$ cat config.mk
export PLATFORM = sky130hd
export DESIGN_NAME = s2b_win_uni
export DESIGN_NICKNAME = d
export VERILOG_FILES = /design/src/rtl/s2b_pkg.sv /design/src/rtl/s2b_win_cnt.sv /design/src/rtl/s2b_win_uni.sv
export SDC_FILE = /design/constraint.sdc
export NUM_CORES = 1
export LEC_CHECK = 0
export ABC_AREA = 0
export BUFFER_PORTS_ARGS = -buffer_cell sky130_fd_sc_hd__buf_2
export CORE_UTILIZATION = 32
export DETAILED_ROUTE_END_ITERATION = 10
export HOLD_SLACK_MARGIN = 0.08
export PLACE_DENSITY = 0.48
export SLEW_MARGIN = 20
export SYNTH_ARGS = -nofsm -noshare
export SYNTH_HDL_FRONTEND = slang
export SYNTH_HIERARCHICAL = 1
export SYNTH_SLANG_ARGS = --single-unit
$ cat constraint.sdc
create_clock -name clk -period 7.5 [get_ports clk]
set_input_delay 0.75 -clock clk [delete_from_list [all_inputs] [get_ports clk]]
set_output_delay 0.75 -clock clk [all_outputs]
set_load 0.1 [all_outputs]
$ cat src/rtl/s2b_pkg.sv
// ---------------------------------------------------------------------------
// s2b_pkg
// Shared types and constants for the unipolar stochastic-to-binary converter.
//   s2b_state_t     : converter FSM state (IDLE / ACC / HOLD)
//   S2B_DATAWD_DEF  : default binary result width, shared with the dMUL benches
// ---------------------------------------------------------------------------
package s2b_pkg;

    localparam int S2B_DATAWD_DEF = 8;

    typedef enum logic [1:0] {
        S2B_IDLE = 2'd0,
        S2B_ACC  = 2'd1,
        S2B_HOLD = 2'd2
    } s2b_state_t;

endpackage

$ cat src/rtl/s2b_win_cnt.sv
// ---------------------------------------------------------------------------
// s2b_win_cnt
// Window counter for the stochastic-to-binary converter. Counts sampled
// cycles inside a window of 2^kq cycles and flags the last one.
// Ports:
//   clk     in  1       clock, rising edge
//   rst_n   in  1       synchronous active-low reset
//   i_load  in  1       clear the count (new window accepted)
//   i_en    in  1       count this cycle (window is accumulating)
//   i_kq    in  LSELWD  window exponent, already clamped to 1..DATAWD
//   o_tc    out 1       terminal count: enabled and count == 2^kq-1
// ---------------------------------------------------------------------------
module s2b_win_cnt #(
    parameter int DATAWD = 8,
    parameter int LSELWD = $clog2(DATAWD + 1)
) (
    input  logic              clk,
    input  logic              rst_n,
    input  logic              i_load,
    input  logic              i_en,
    input  logic [LSELWD-1:0] i_kq,
    output logic              o_tc
);

    logic [DATAWD-1:0] r_cnt;
    logic [DATAWD-1:0] w_mask;

    // In DATAWD bits, 1 << DATAWD wraps to zero and the decrement yields
    // all ones, so the mask is correct for every kq in 1..DATAWD.
    assign w_mask = ({{(DATAWD-1){1'b0}}, 1'b1} << i_kq) - {{(DATAWD-1){1'b0}}, 1'b1};

    always_ff @(posedge clk) begin
        if (!rst_n) begin
            r_cnt <= '0;
        end else if (i_load) begin
            r_cnt <= '0;
        end else if (i_en) begin
            r_cnt <= r_cnt + {{(DATAWD-1){1'b0}}, 1'b1};
        end
    end

    // Only the low kq bits matter, so the count never has to wrap in-window.
    assign o_tc = i_en && ((r_cnt & w_mask) == w_mask);

endmodule

$ cat src/rtl/s2b_win_uni.sv
// ---------------------------------------------------------------------------
// s2b_win_uni
// Unipolar stochastic-to-binary converter. Counts ones on iBit over a window
// of 2^kq cycles (kq chosen at start time), normalises the count to DATAWD
// bits with saturation and presents it on a valid/ready output.
// Ports:
//   clk        in  1       clock, rising edge
//   rst_n      in  1       synchronous active-low reset
//   iStart     in  1       request a new window (pulse or level)
//   iLenSel    in  LSELWD  window exponent k, sampled when a start is accepted
//   iBit       in  1       stochastic bit stream
//   oBusy      out 1       window is being accumulated
//   oValid     out 1       result available
//   iReady     in  1       consumer takes the result when oValid & iReady
//   oData      out DATAWD  normalised result, registered
//   oDbgState  out 2       current FSM state, for observation only
//
// Handshake: the result transfers on any rising edge where oValid and iReady
// are both high; oData is stable from oValid rising until that edge. A start
// in the same transfer cycle begins the next window immediately.
// ---------------------------------------------------------------------------
import s2b_pkg::*;

module s2b_win_uni #(
    parameter int DATAWD = S2B_DATAWD_DEF,
    parameter int LSELWD = $clog2(DATAWD + 1)
) (
    input  logic              clk,
    input  logic              rst_n,
    input  logic              iStart,
    input  logic [LSELWD-1:0] iLenSel,
    input  logic              iBit,
    output logic              oBusy,
    output logic              oValid,
    input  logic              iReady,
    output logic [DATAWD-1:0] oData,
    output s2b_state_t        oDbgState
);

    localparam logic [LSELWD-1:0] KQ_MAX = LSELWD'(DATAWD);

    s2b_state_t        r_state;
    s2b_state_t        w_next_state;
    logic [LSELWD-1:0] r_kq;
    logic [DATAWD:0]   r_acc;
    logic [DATAWD-1:0] r_data;

    logic              w_start_acc;
    logic              w_in_acc;
    logic              w_tc;
    logic [LSELWD-1:0] w_kq_sel;
    logic [LSELWD-1:0] w_shamt;
    logic [DATAWD:0]   w_sum;
    logic [DATAWD:0]   w_shift;
    logic [DATAWD-1:0] w_sat;

    // A start is accepted from IDLE, or from HOLD only together with a transfer.
    assign w_start_acc = iStart &&
                         ((r_state == S2B_IDLE) || ((r_state == S2B_HOLD) && iReady));
    assign w_in_acc    = (r_state == S2B_ACC);

    // Out-of-range exponents (0 or above DATAWD) select the longest window.
    assign w_kq_sel = ((iLenSel == '0) || (iLenSel > KQ_MAX)) ? KQ_MAX : iLenSel;

    // The final sample is folded in combinationally so the result can be
    // registered on the terminal cycle itself.
    assign w_sum   = r_acc + {{DATAWD{1'b0}}, iBit};
    assign w_shamt = KQ_MAX - r_kq;
    // w_sum <= 2^kq, so the shifted value is at most 2^DATAWD and fits here.
    assign w_shift = w_sum << w_shamt;
    assign w_sat   = w_shift[DATAWD] ? {DATAWD{1'b1}} : w_shift[DATAWD-1:0];

    s2b_win_cnt #(
        .DATAWD (DATAWD),
        .LSELWD (LSELWD)
    ) u_win_cnt (
        .clk    (clk),
        .rst_n  (rst_n),
        .i_load (w_start_acc),
        .i_en   (w_in_acc),
        .i_kq   (r_kq),
        .o_tc   (w_tc)
    );

    // State register
    always_ff @(posedge clk) begin
        if (!rst_n) begin
            r_state <= S2B_IDLE;
        end else begin
            r_state <= w_next_state;
        end
    end

    // Next-state logic
    always_comb begin
        w_next_state = r_state;
        unique case (r_state)
            S2B_IDLE: begin
                if (iStart) begin
                    w_next_state = S2B_ACC;
                end
            end
            S2B_ACC: begin
                if (w_tc) begin
                    w_next_state = S2B_HOLD;
                end
            end
            S2B_HOLD: begin
                if (iReady) begin
                    w_next_state = iStart ? S2B_ACC : S2B_IDLE;
                end
            end
            default: begin
                w_next_state = S2B_IDLE;
            end
        endcase
    end

    // Outputs decoded from registered state only
    always_comb begin
        oBusy     = (r_state == S2B_ACC);
        oValid    = (r_state == S2B_HOLD);
        oData     = r_data;
        oDbgState = r_state;
    end

    // Datapath: window exponent, accumulator and result register
    always_ff @(posedge clk) begin
        if (!rst_n) begin
            r_kq   <= '0;
            r_acc  <= '0;
            r_data <= '0;
        end else if (w_start_acc) begin
            r_kq  <= w_kq_sel;
            r_acc <= '0;
        end else if (w_in_acc) begin
            r_acc <= w_sum;
            if (w_tc) begin
                r_data <= w_sat;
            end
        end
    end

endmodule

==> impl_table.tex <==
\begin{tabular}{lr}
\hline
Metric & Value \\
\hline
\multicolumn{2}{l}{\textbf{Outcome}} \\
Outcome & completed \\
\multicolumn{2}{l}{\textbf{STA}} \\
Setup TNS & 0 ns \\
Number of failing setup endpoints in the final timing report & 0 \\
Relative slew margins & 38.9\% \\
Unrepaired setup endpoints after global routing & false \\
Final Slew Violations & 0 \\
Worst Setup Slack, final & 4.25 ns \\
Worst Skew & 0.0105 ns \\
Final worst path period need & 3.25 ns \\
Top achievable clock speed & 0.308 GHz \\
Hold Violations, Final & 0 \\
Portion of the clock cycle consumed by the worst path in the final layout & 43.3\% \\
Slew at the pin closest to its max-slew limit & 0.916 ns \\
\multicolumn{2}{l}{\textbf{Clock tree}} \\
Root cell of the clock tree & clkbuf\_8 \\
Post-cts hold buffer count & 0 \\
Clock-pin slew on the worst setup and hold paths & 0.07 ns \\
\# clock sinks & 31 \\
H-tree depth reported by CTS & 2 \\
TritonCTS clock tree & built \\
Post CTS Setup Buffer Count & 0 \\
Number of buffers created by CTS & 5 \\
Resized cells post-CTS & 0 \\
Clock latency at the later pin of the worst-skew pair & 0.29 ns \\
Maximum count of clock buffers along a single path & 2 \\
\multicolumn{2}{l}{\textbf{Routing}} \\
Total length of routed wires & 4710 um \\
Vias post-DR & 1807 \\
Number of antenna-violating nets in the routed design & 0 \\
Initial DRT Pass Iterations & 4 \\
Routed wire per std cell & 13.5 um \\
DRC viols & 0 \\
Iter 0 DRT Violations & 74 \\
Number of vias per cell after detailed routing & 5.16 \\
\multicolumn{2}{l}{\textbf{Die}} \\
Area of the core & 0.00606 sq mm \\
Effective utilization at floorplan & 34.1\% \\
Row count & 28 \\
Die boundary height & 82.4 um \\
Die ar. & 0.00678 sq mm \\
Horizontal extent of the die & 82.4 um \\
I/O Pins & 21 \\
\multicolumn{2}{l}{\textbf{Worst setup path}} \\
Worst setup endpoint & oData[6]\$\_SDFFE\_PN0P\_ \\
Cells on worst reg2reg path & 10 \\
Launching instance or port of the critical path & r\_kq[0]\$\_SDFFE\_PN0P\_ \\
Kind of critical path & flip-flop to flip-flop \\
Critical path startpoint category & flip-flop \\
Kind of capture point of the worst setup path & flip-flop \\
Reg-to-Reg Start & r\_kq[0]\$\_SDFFE\_PN0P\_ \\
Maximum fanout along the worst path & 28 \\
Data required, critical path & 7.67 ns \\
Minimum setup slack among reg-to-reg paths & 4.25 ns \\
Endpoint arrival time on the critical path & 3.42 ns \\
Capture instance of the worst register-to-register path & oData[6]\$\_SDFFE\_PN0P\_ \\
\multicolumn{2}{l}{\textbf{Worst hold path}} \\
Launch point of the worst hold path & r\_acc[0]\$\_SDFFE\_PP0P\_ \\
Min-delay worst type & flip-flop to flip-flop \\
\multicolumn{2}{l}{\textbf{Global routing}} \\
Total congestion overflow & 0 \\
Initial antenna violation count & 0 \\
GRT Total Usage & 15.8\% \\
Wire length of the first global-routing pass & 8090 um \\
Via count of the first global-routing pass & 1669 \\
Maximum number of pins on one net before global-route repair & 29 \\
\multicolumn{2}{l}{\textbf{Final layout}} \\
Signed area change from the synthesized netlist to the final layout & 10.9\% \\
Diodes inserted & 0 \\
Net count reported at finish & 288 \\
Most frequent cells in the layout & 31 x dfxtp\_1, 30 x nor2\_1, 20 x nand2\_1, 20 x buf\_2, 18 x o21ai\_0 \\
Most frequent standard cell in the layout excluding fill and tap cells & dfxtp\_1 \\
Util after Layout & 37.8\% \\
Fraction of layout cells with a size suffix above 1 & 17.1\% \\
\multicolumn{2}{l}{\textbf{Placement}} \\
Half-perimeter wire length of the detailed placement result & 3470 um \\
Worst setup timing slack at the placement stage & 4.26 ns \\
Number of port buffers & 20 \\
Routability Congestion & 0.769 \\
\multicolumn{2}{l}{\textbf{Run}} \\
Number of max-cap violations & 0 \\
\multicolumn{2}{l}{\textbf{Yosys}} \\
Number of enable flip-flop cells after synthesis & 0 \\
Synth unique cells & 60 \\
Mapped Avg Cell Area & 7.98 sq um \\
Yosys warning total & 6 \\
Async set-reset flop share out of synthesis & 0\% \\
Seq/Total Area, Yosys & 30.0\% \\
Area of the mapped netlist & 0.00207 sq mm \\
Cell types occupying the most area after synthesis & dfxtp\_1 30\%, nor2\_1 5.4\%, o21ai\_0 4.4\%, xnor2\_1 3.8\%, a21oi\_1 3.6\% \\
Dominant register cell in the synthesized netlist & dfxtp\_1 \\
Synth top area share & 30.0\% \\
Post-Synthesis Cells & 259 \\
Number of register bits inferred by synthesis & 31 \\
Cell accounting for the most synthesized area & dfxtp\_1 \\
Post-Synthesis Net Count & 273 \\
\multicolumn{2}{l}{\textbf{Pwr}} \\
Power density of the placed cells & 182 mW/mm\^{}2 \\
Leakage power & 0.800 nW \\
Max VDD drop & 0.0793 mV \\
\hline
\end{tabular}
## how the worst min path moves through the flow
stage,endpoint,depth (start not counted)
after floorplan,r_acc[0]$_SDFFE_PP0P_,2
after global placement,r_acc[0]$_SDFFE_PP0P_,2
after global routing,r_acc[0]$_SDFFE_PP0P_,2
after CTS,r_acc[0]$_SDFFE_PP0P_,2
after detailed placement,r_acc[0]$_SDFFE_PP0P_,2
final,r_acc[0]$_SDFFE_PP0P_,2
## state kept, by name, indices dropped and copies added, names as in the netlist
signal	cells
r_acc	9
oDbgState	2
oData	8
r_kq	4
u_win_cnt/r_cnt	8
## worst max-delay path: stages, from the launching register on
cell	delay [ns]
dfxtp_1	0.92
nand2b_1	0.23
ha_1	0.22
nor3_1	0.06
o211ai_1	0.21
a21oi_1	0.10
nor4_2	0.37
and2_1	0.43
or2b_1	0.31
o22ai_2	0.19
a31oi_1	0.10
## Yosys cell counts (4+ instances only)
cell and instances:
a21oi_1 15, buf_2 4, dfxtp_1 31, ha_1 5, inv_1 9, nand2_1 20
nand2b_1 5, nand3_1 5, nand3b_1 4, nor2_1 30, nor3_1 15, o211ai_1 8
o21a_1 5, o21ai_0 18, or3_1 6, xnor2_1 9, xor2_1 6
## through the flow
step / std cells / cell area, sq um / hold slack, ns / total power [mW]
2_1_floorplan: 259 / 2070 / 0.440 / 0.233
3_3_place_gp: 342 / 2170 / 0.447 / 0.248
3_5_place_dp: 342 / 2170 / 0.453 / 0.248
4_1_cts: 350 / 2290 / 0.462 / 0.422
5_1_grt: 350 / 2290 / 0.507 / 0.438
6_report: 350 / 2290 / 0.460 / 0.418
## report_power, final
part           leakage (nW)  internal [mW]  total [mW]  switching, mW
Sequential            0.251          0.168       0.174        0.00659
Combinational         0.488         0.0224      0.0697         0.0473
Clock                0.0612          0.107       0.174         0.0661
## cell type report
cell class	count	area, sq um
Fill cell	638	3770
Multi-Input combinational cell	206	1320
Sequential cell	31	621
Timing Repair Buffer	20	100
Tap cell	75	93.8
Clock buffer	6	82.6
Inverter	10	37.5
Clock inverter	2	35.0
## cell families after synthesis
group	synth area share (%)
buf+inv	5.99
compound gates	22.1
xor+xnor	7.14
flops	30.0
fa+ha+maj	3.03
mux	2.00
simple gates	29.7
## per-layer routing
layer | routed length, um | vias to the layer above | share of wire, % | global-route usage [%]
met5 | 0 | - | 0 | 0
met4 | 61 | 0 | 1.3 | 4.91
met3 | 128 | 7 | 2.7 | 3.96
met2 | 2180 | 18 | 46 | 24.7
met1 | 2340 | 830 | 50 | 21.1
li1 | - | 952 | - | -
(Power assumes the default switching activity.)
